`config.mk`:
```
export PLATFORM = sky130hd
export DESIGN_NAME = status_fifo
export DESIGN_NICKNAME = d
export VERILOG_FILES = /design/src/rtl/status_fifo.sv
export SDC_FILE = /design/constraint.sdc
export NUM_CORES = 1
export LEC_CHECK = 0
export BUFFER_PORTS_ARGS = -buffer_cell sky130_fd_sc_hd__buf_2
export CORE_MARGIN = 10
export CORE_UTILIZATION = 65
export CTS_CLUSTER_SIZE = 20
export DETAILED_ROUTE_END_ITERATION = 8
export GPL_TIMING_DRIVEN = 0
export PLACE_DENSITY = 0.84
export RECOVER_POWER = 25
export SETUP_SLACK_MARGIN = 0.05
export SLEW_MARGIN = 20
export SYNTH_ARGS = -nofsm -noshare
export SYNTH_HDL_FRONTEND = slang
export SYNTH_SLANG_ARGS = --single-unit
```
`constraint.sdc`:
```
create_clock -name clk_i -period 18 [get_ports clk_i]
set_input_delay 3.6 -clock clk_i [delete_from_list [all_inputs] [get_ports clk_i]]
set_output_delay 3.6 -clock clk_i [all_outputs]
set_load 0.02 [all_outputs]
```
`src/rtl/status_fifo.sv`:
```
// Parametrised single-clock FIFO with optional first-word-fall-through read,
// occupancy/threshold status, sticky overflow/underflow flags and synchronous flush.
module status_fifo #(
    parameter int unsigned DataWidth        = 32,
    parameter int unsigned Depth            = 16,
    parameter int unsigned FallThrough      = 0,
    parameter int unsigned AlmostFullLevel  = 14,
    parameter int unsigned AlmostEmptyLevel = 2
) (
    input  logic                         clk_i,
    input  logic                         rst_ni,
    input  logic                         flush_i,
    input  logic                         wr_en_i,
    input  logic [DataWidth-1:0]         wr_data_i,
    input  logic                         rd_en_i,
    output logic [DataWidth-1:0]         rd_data_o,
    output logic                         rd_valid_o,
    output logic                         full_o,
    output logic                         empty_o,
    output logic                         almost_full_o,
    output logic                         almost_empty_o,
    output logic [$clog2(Depth):0]       count_o,
    output logic                         overflow_o,
    output logic                         underflow_o
);
    localparam int unsigned PointerWidth = $clog2(Depth);
    localparam logic [PointerWidth:0] DepthCnt = (PointerWidth+1)'(Depth);
    localparam logic [PointerWidth:0] AfLevel  = (PointerWidth+1)'(AlmostFullLevel);
    localparam logic [PointerWidth:0] AeLevel  = (PointerWidth+1)'(AlmostEmptyLevel);

    if (DataWidth < 1) begin : g_bad_width
        $error("status_fifo: DataWidth must be >= 1");
    end
    if (Depth < 2 || (Depth & (Depth - 1)) != 0) begin : g_bad_depth
        $error("status_fifo: Depth must be a power of two >= 2");
    end
    if (AlmostFullLevel < 1 || AlmostFullLevel > Depth) begin : g_bad_af
        $error("status_fifo: AlmostFullLevel out of range 1..Depth");
    end
    if (AlmostEmptyLevel > Depth - 1) begin : g_bad_ae
        $error("status_fifo: AlmostEmptyLevel out of range 0..Depth-1");
    end

    logic [DataWidth-1:0]    mem_q [Depth];
    logic [PointerWidth:0]   wr_ptr_q, wr_ptr_d, rd_ptr_q, rd_ptr_d;
    logic                    overflow_q, overflow_d, underflow_q, underflow_d;
    logic                    rd_valid_q, rd_valid_d;
    logic [DataWidth-1:0]    rd_data_q, rd_data_d;
    logic                    wr_acc, rd_acc;
    logic [PointerWidth-1:0] wr_addr, rd_addr;

    // Status is derived from the pointer registers only, never from this cycle's requests.
    assign count_o        = wr_ptr_q - rd_ptr_q;
    assign full_o         = (count_o == DepthCnt);
    assign empty_o        = (count_o == '0);
    assign almost_full_o  = (count_o >= AfLevel);
    assign almost_empty_o = (count_o <= AeLevel);
    assign overflow_o     = overflow_q;
    assign underflow_o    = underflow_q;

    assign wr_addr = wr_ptr_q[PointerWidth-1:0];
    assign rd_addr = rd_ptr_q[PointerWidth-1:0];
    assign wr_acc  = wr_en_i & ~full_o & ~flush_i;
    assign rd_acc  = rd_en_i & ~empty_o & ~flush_i;

    always_comb begin
        wr_ptr_d    = wr_ptr_q;
        rd_ptr_d    = rd_ptr_q;
        overflow_d  = overflow_q;
        underflow_d = underflow_q;
        rd_valid_d  = rd_acc;
        rd_data_d   = rd_data_q;
        if (flush_i) begin
            wr_ptr_d    = '0;
            rd_ptr_d    = '0;
            overflow_d  = 1'b0;
            underflow_d = 1'b0;
            rd_valid_d  = 1'b0;
        end else begin
            if (wr_acc) wr_ptr_d = wr_ptr_q + 1'b1;
            if (rd_acc) begin
                rd_ptr_d  = rd_ptr_q + 1'b1;
                rd_data_d = mem_q[rd_addr];
            end
            if (wr_en_i & full_o)  overflow_d  = 1'b1;
            if (rd_en_i & empty_o) underflow_d = 1'b1;
        end
    end

    always_ff @(posedge clk_i or negedge rst_ni) begin
        if (!rst_ni) begin
            wr_ptr_q    <= '0;
            rd_ptr_q    <= '0;
            overflow_q  <= 1'b0;
            underflow_q <= 1'b0;
            rd_valid_q  <= 1'b0;
            rd_data_q   <= '0;
        end else begin
            wr_ptr_q    <= wr_ptr_d;
            rd_ptr_q    <= rd_ptr_d;
            overflow_q  <= overflow_d;
            underflow_q <= underflow_d;
            rd_valid_q  <= rd_valid_d;
            rd_data_q   <= rd_data_d;
        end
    end

    always_ff @(posedge clk_i) begin
        if (wr_acc) mem_q[wr_addr] <= wr_data_i;
    end

    if (FallThrough != 0) begin : g_fwft
        assign rd_data_o  = mem_q[rd_addr];
        assign rd_valid_o = ~empty_o;
    end else begin : g_reg
        assign rd_data_o  = rd_data_q;
        assign rd_valid_o = rd_valid_q;
    end
endmodule

```
==> reports/results.tsv, run 1 <==
metric	value	unit
Seq cells post-synth	557	
Clock Skew	0.0205	ns
GRT overflow	0	
Initial Util	65.6	%
Req. time, crit path	14.40	ns
antenna-violating nets left	0	
worst-case reg-to-reg path depth	14	
Max Clk Rate	0.126	GHz
Worst path slowest cell	clkbuf_1	
register-to-register setup slack	12.97	ns
clock tree root buffer cell	clkbuf_16	
Avg Synthesized Cell Area	21.8	sq um
share of cells above drive strength 1	31.5	%
CTS buffer count	53	
vias per cell	6.97	
worst vdd ir	0.0000993	V
GP Congestion	0.810	
Sink Count	557	
asr flop ratio synth	8.08	%
RSZ-0062 raised after global routing	no	
Die Area	40400	sq um
dpl cell area	22700	sq um
first-pass GRT wire length	79500	microns
setup total negative slack	0	ns
relative slew slack	29.9	%
Die W	201	microns
Post-CTS Hold Buffers	0	
Layout area overhead	14.2	%
clk slew on worst S/H paths	0.07	ns
number of global-route vias before repair	12000	
Routed WL per cell	32.8	microns
final worst path period need	7.91	ns
Final Slew Violations	0	
Comb pwr share	26.2	%
# IOs	81	
Internal Pwr Total	2.44	mW
Final Cycle Share	44.0	%
Most Frequent Cell on Critical Path	buf_2	
post-CTS setup buffer count	0	
CTS H-tree lvls	2	
final setup fails	0	
switching power	1.03	mW
initial antenna violation count	1	
# DRC	0	
capturing point of the worst reg2reg path	mem_q[10][25]	
Seq pwr share	43.6	%
Netlist cell types	42	
critical path fanouts, max	10	
EDFF count, synth	512	
final wirelength	53300	microns
max_cap viols	0	
PortBufs	80	
Top FF cell, synth	edfxtp_1	
Mapped Area	21300	sq um
crit path cell chain	buf_2, clkbuf_1, inv_1, ha_1, nand2b_1, a21oi_2, xor2_2, inv_2, buf_2, a2111oi_0, buf_2	
Synth Instances	978	
clock insertion delay at the later pin of the skew report	0.58	ns
Syn Nets	1025	
final hold vios	0	
CTS resizes	0	
worst slew pin tran	1.05	ns
core footprint	32500	sq um
Power Density	143	nW/um^2
GR Util All Layers	26.6	%
commonest non-fill, non-tap cell in the layout	edfxtp_1	
leak pwr	7.89	nW
Worst setup EP type	output pin	
Iter 0 DRT Violations	1721	
largest net degree at the start of global routing	46	
startpoint types	register	
sw frac	29.6	%
WS Path Type	reg2out	
sequential fraction of the synthesis area	77.5	%
status	finished clean	
DPL Wire Length	30500	microns
Die Height	201	microns
Worst Path Arrival	4.31	ns
Clk pwr share	30.2	%
CTS tree	done	
row cnt	66	
most frequent cells in the layout	edfxtp_1 (512), mux4_2 (128), buf_2 (83)	
via count	11300	
Initial DRT Pass Iterations	5	
CP Capture Point	almost_empty_o	
HP Class	reg2reg	
worst setup path start	rd_ptr_q[2]	
worst flop-to-flop path startpoint	rd_ptr_q[2]	
Slowest Stage Delay on Critical Path	0.69	ns
Ys Warns	0	
Nets	1188	
Max Root-Sink Buffers	3	
final non-filler cell area	24300	sq um
-- layer usage --
layer	global-route usage, %	routed length (microns)
met5	0	0
met4	12.5	2440
met2	44.4	27500
met1	33.3	17900
met3	4.95	5510
-- how the worst min path moves through the flow --
stage / start / end / slack, ns / cells after the start
detailed placement: rd_data_o[6] / rd_data_o[6] / 0.48 / 1
finish: rd_data_o[9] / rd_data_o[9] / 0.50 / 1
floorplan: overflow_o / overflow_o / 0.60 / 2
global placement: rd_data_o[6] / rd_data_o[6] / 0.47 / 1
CTS: rd_data_o[9] / rd_data_o[9] / 0.50 / 1
global route: rd_data_o[24] / rd_data_o[24] / 0.52 / 1
-- stage by stage --
stage	worst slack [ns]	hold WS (ns)	util, %	std cells	power, mW
floorplan	10.25	0.599	-	978	2.15
global placement	6.81	0.469	68.5	1500	2.38
detailed placement	11.05	0.480	70.0	1528	2.42
CTS	10.22	0.502	75.0	1625	3.48
global route	10.03	0.517	74.9	1625	3.58
finish	10.09	0.498	74.9	1626	3.47
-- worst max-delay path, delay by kind of cell (launching register included) --
kind | cells | cell delay (ns)
buffers and inverters | 6 | 1.76
AO/OA/AOI/OAI | 2 | 0.58
XOR/XNOR | 1 | 0.48
adder cells (fa/ha/maj) | 1 | 0.46
flip-flops | 1 | 0.33
AND/OR/NAND/NOR | 1 | 0.10
-- cells in the mapped netlist, drive strengths merged, types with 2 or more instances --
master   number  area, sq um
inv          11         41.3
o2111ai       2         17.5
mux4        128         2880
nor2         57          214
xor2          3         33.8
dfrtp        45         1130
a31oi         2         12.5
clkbuf       28          105
nand4         3         18.8
nand2        13         48.8
ha            9          113
o211ai        2         28.8
mux2         41          462
nand3         2         10.0
nor2b         6         37.5
o31ai         2         15.0
a211oi        2         20.0
o22ai        64          400
nor4          2         18.8
a21oi         8         43.8
edfxtp      512        15400
and3          5         31.3
buf          21          123
-- state kept, by name, summed over array words and instances (netlist names) --
register	count
mem_q	512
rd_data_o	32
wr_ptr_q	5
rd_ptr_q	5
underflow_o	1
rd_valid_o	1
overflow_o	1
-- cell type report --
type / count / area (sq um)
buffer: 49 / 228
timing repair buffer: 108 / 778
tap: 442 / 553
clock inverter: 27 / 159
sequential: 557 / 16500
inverter: 11 / 41.3
antenna: 1 / 2.50
clock buffer: 70 / 1450
fill: 1630 / 8140
multi-input combinational: 361 / 4600
-- power by group through the flow --
stage                     sequential (mW)  clock [mW]  combinational (mW)
final                                1.52        1.05               0.911
after global routing                 1.52        1.10               0.961
after CTS                            1.51        1.05               0.914
after detailed placement             1.54           0               0.883
after global placement               1.53           0               0.847
after floorplan                      1.58           0               0.569
-- cells by family (layout without fill, tap and decap cells) --
logic type | after synthesis | in the layout | share of synthesized area, %
AOI/OAI and AO/OA | 85 | 85 | 2.64
xor gates and xnor gates | 4 | 4 | 0.235
adders and majority gates | 10 | 10 | 0.623
buffers and inverters | 60 | 265 | 1.26
DFF | 557 | 557 | 77.5
muxes | 170 | 170 | 15.8
other | 0 | 1 | 0
and+or+nand+nor | 92 | 92 | 1.95
(Power assumes the default switching activity.)
==> run 2: changes to the inputs <==
CORE_UTILIZATION = 55   (was 65)
PLACE_DENSITY = 0.76   (was 0.84)
clock period = 7 ns   (was 18 ns; I/O delays follow)
==> reports/results.tsv, run 2 (synthesis results as in run 1) <==
metric	value	unit	change
CTS H-tree lvls	2		unchanged
first-pass GRT wire length	71200	microns	-10%
Final Slew Violations	0		unchanged
Iter 0 DRT Violations	1386		-19%
final cell count without fillers	1705		+4.9%
RSZ-0062 raised after global routing	no		
Biggest register	mem_q		
Initial Util	55.3	%	-10 points
clock tree root buffer cell	clkbuf_16		
worst vdd ir	0.000204	V	+110%
status	finished clean		
commonest non-fill, non-tap cell in the layout	edfxtp_1		
Max Root-Sink Buffers	3		unchanged
CTS buffer count	53		unchanged
vias per cell	6.21		-11%
DPL Wire Length	29500	microns	-3.3%
HP Class	reg2reg		
Layout area overhead	15.2	%	
row cnt	72		+9.1%
core footprint	38500	sq um	+19%
final worst path period need	5.52	ns	
largest net degree at the start of global routing	46		unchanged
Final Cycle Share	78.8	%	
Post-CTS Hold Buffers	0		unchanged
# IOs	81		unchanged
startpoint types	register		
worst slew pin tran	1.06	ns	+0.00839 ns
number of global-route vias before repair	11100		-7.0%
worst hold start	rd_data_o[18]		
switching power	2.55	mW	+150%
WS Path Type	reg2out		
Die W	217	microns	+7.8%
worst flop-to-flop path startpoint	rd_ptr_q[2]		
Hold EP	rd_data_o[18]		
# DRC	0		unchanged
max_cap viols	0		unchanged
Worst Path Arrival	4.12	ns	-0.19 ns
Routed WL per cell	28.4	microns	-13%
Comb pwr share	25.0	%	-1.2 points
CTS tree	done		
sw frac	28.2	%	-1.4 points
PortBufs	80		unchanged
Req. time, crit path	5.60	ns	-8.80 ns
Die Height	217	microns	+7.8%
Min-Delay Path Depth	1		unchanged
worst-case reg-to-reg path depth	12		-2
Internal Pwr Total	6.49	mW	+170%
Nets	1188		unchanged
worst setup path start	rd_ptr_q[2]		
Power Total	9.04	mW	+160%
Clock Skew	0.0240	ns	+0.00358 ns
Seq pwr share	42.9	%	-0.7 points
GRT overflow	0		unchanged
leak pwr	7.95	nW	+0.80%
final wirelength	48500	microns	-9.0%
CTS resizes	0		unchanged
antenna-violating nets left	0		unchanged
Power Density	369	nW/um^2	+160%
register-to-register setup slack	2.13	ns	-10.84 ns
Clk pwr share	32.0	%	+1.8 points
share of cells above drive strength 1	32.3	%	+0.79 points
relative slew slack	29.3	%	-0.56 points
max reg flops	512		unchanged
clock insertion delay at the later pin of the skew report	0.57	ns	about the same
capturing point of the worst reg2reg path	mem_q[10][24]		
final hold vios	0		unchanged
via count	10600		-6.5%
post-CTS setup buffer count	0		unchanged
Placed Cells	1604		+5.0%
GR Util All Layers	20.3	%	-6.2 points
Worst setup EP type	output pin		
Sink Count	557		unchanged
Max Clk Rate	0.181	GHz	
Initial DRT Pass Iterations	5		unchanged
clk slew on worst S/H paths	0.06	ns	about the same
most frequent cells in the layout	edfxtp_1 (512), mux4_2 (128), buf_2 (85)		
Die Area	47000	sq um	+16%
critical path fanouts, max	10		unchanged
GP Congestion	0.811		+0.14%
final setup fails	0		unchanged
initial antenna violation count	2		+1
run 2: cell types whose count changed in the layout (fill, tap and decap cells not counted), sizes merged:
cell / before / now
diode: 1 / 2
buf: 106 / 107
clkbuf: 121 / 125
inv: 12 / 15
clkinv: 22 / 12
bufinv: 1 / 5
run 2: worst max-delay path by stage:
stage                                end  slack (ns)  cells after the start
after detailed placement  almost_empty_o        2.12                     11
after global placement     mem_q[10][26]       -3.17                      9
after floorplan             mem_q[10][0]        0.78                      9
final                     almost_empty_o        1.48                     11
after CTS                 almost_empty_o        1.48                     11
after global routing      almost_empty_o        1.28                     11
run 2: area by class of cell:
class                   count  area, sq um
diodes                      2         5.00
plain buffers              49          228
clock buffers              75         1520
clock inverters            24          264
fillers                  2517        13900
inverters                  11         41.3
multi-input cells         361         4600
flip-flops and latches    557        16500
well taps                 518          648
repair buffers            108          721
run 2: power by group through the flow:
stage / clock network, mW / registers, mW / logic [mW]
after floorplan: 0 / 4.07 / 1.46
after CTS: 2.91 / 3.88 / 2.30
after global placement: 0 / 3.94 / 2.22
after global routing: 3.06 / 3.90 / 2.43
final: 2.90 / 3.88 / 2.26
after detailed placement: 0 / 3.95 / 2.28
run 2: worst max-delay path, stage by stage, from the launching register on:
cell	delay [ns]
dfrtp_1	0.33
buf_2	0.19
clkbuf_1	0.63
inv_1	0.26
ha_1	0.46
nand2b_1	0.10
a21oi_2	0.18
xor2_2	0.40
inv_2	0.13
buf_2	0.22
a2111oi_0	0.39
buf_2	0.24
run 2: metrics by stage:
| stage | util, % | hold slack, ns | worst slack (ns) | cell area, sq um | setup TNS (ns) |
|---|---|---|---|---|---|
| after floorplan | - | 0.599 | 0.780 | 21300 | 0 |
| after CTS | 63.8 | 0.500 | 1.48 | 24500 | 0 |
| final | 63.8 | 0.497 | 1.48 | 24500 | 0 |
| after global routing | 63.8 | 0.512 | 1.28 | 24500 | 0 |
| after detailed placement | 59.2 | 0.487 | 2.12 | 22800 | 0 |
| after global placement | 58.1 | 0.468 | -3.17 | 22300 | -192.53 |
run 2: routing by layer:
metal / wire (microns) / GRT usage [%]
met1: 18500 / 26.6
met2: 25100 / 34.7
met3: 3930 / 3.58
met4: 1000 / 5.87
met5: 0 / 0
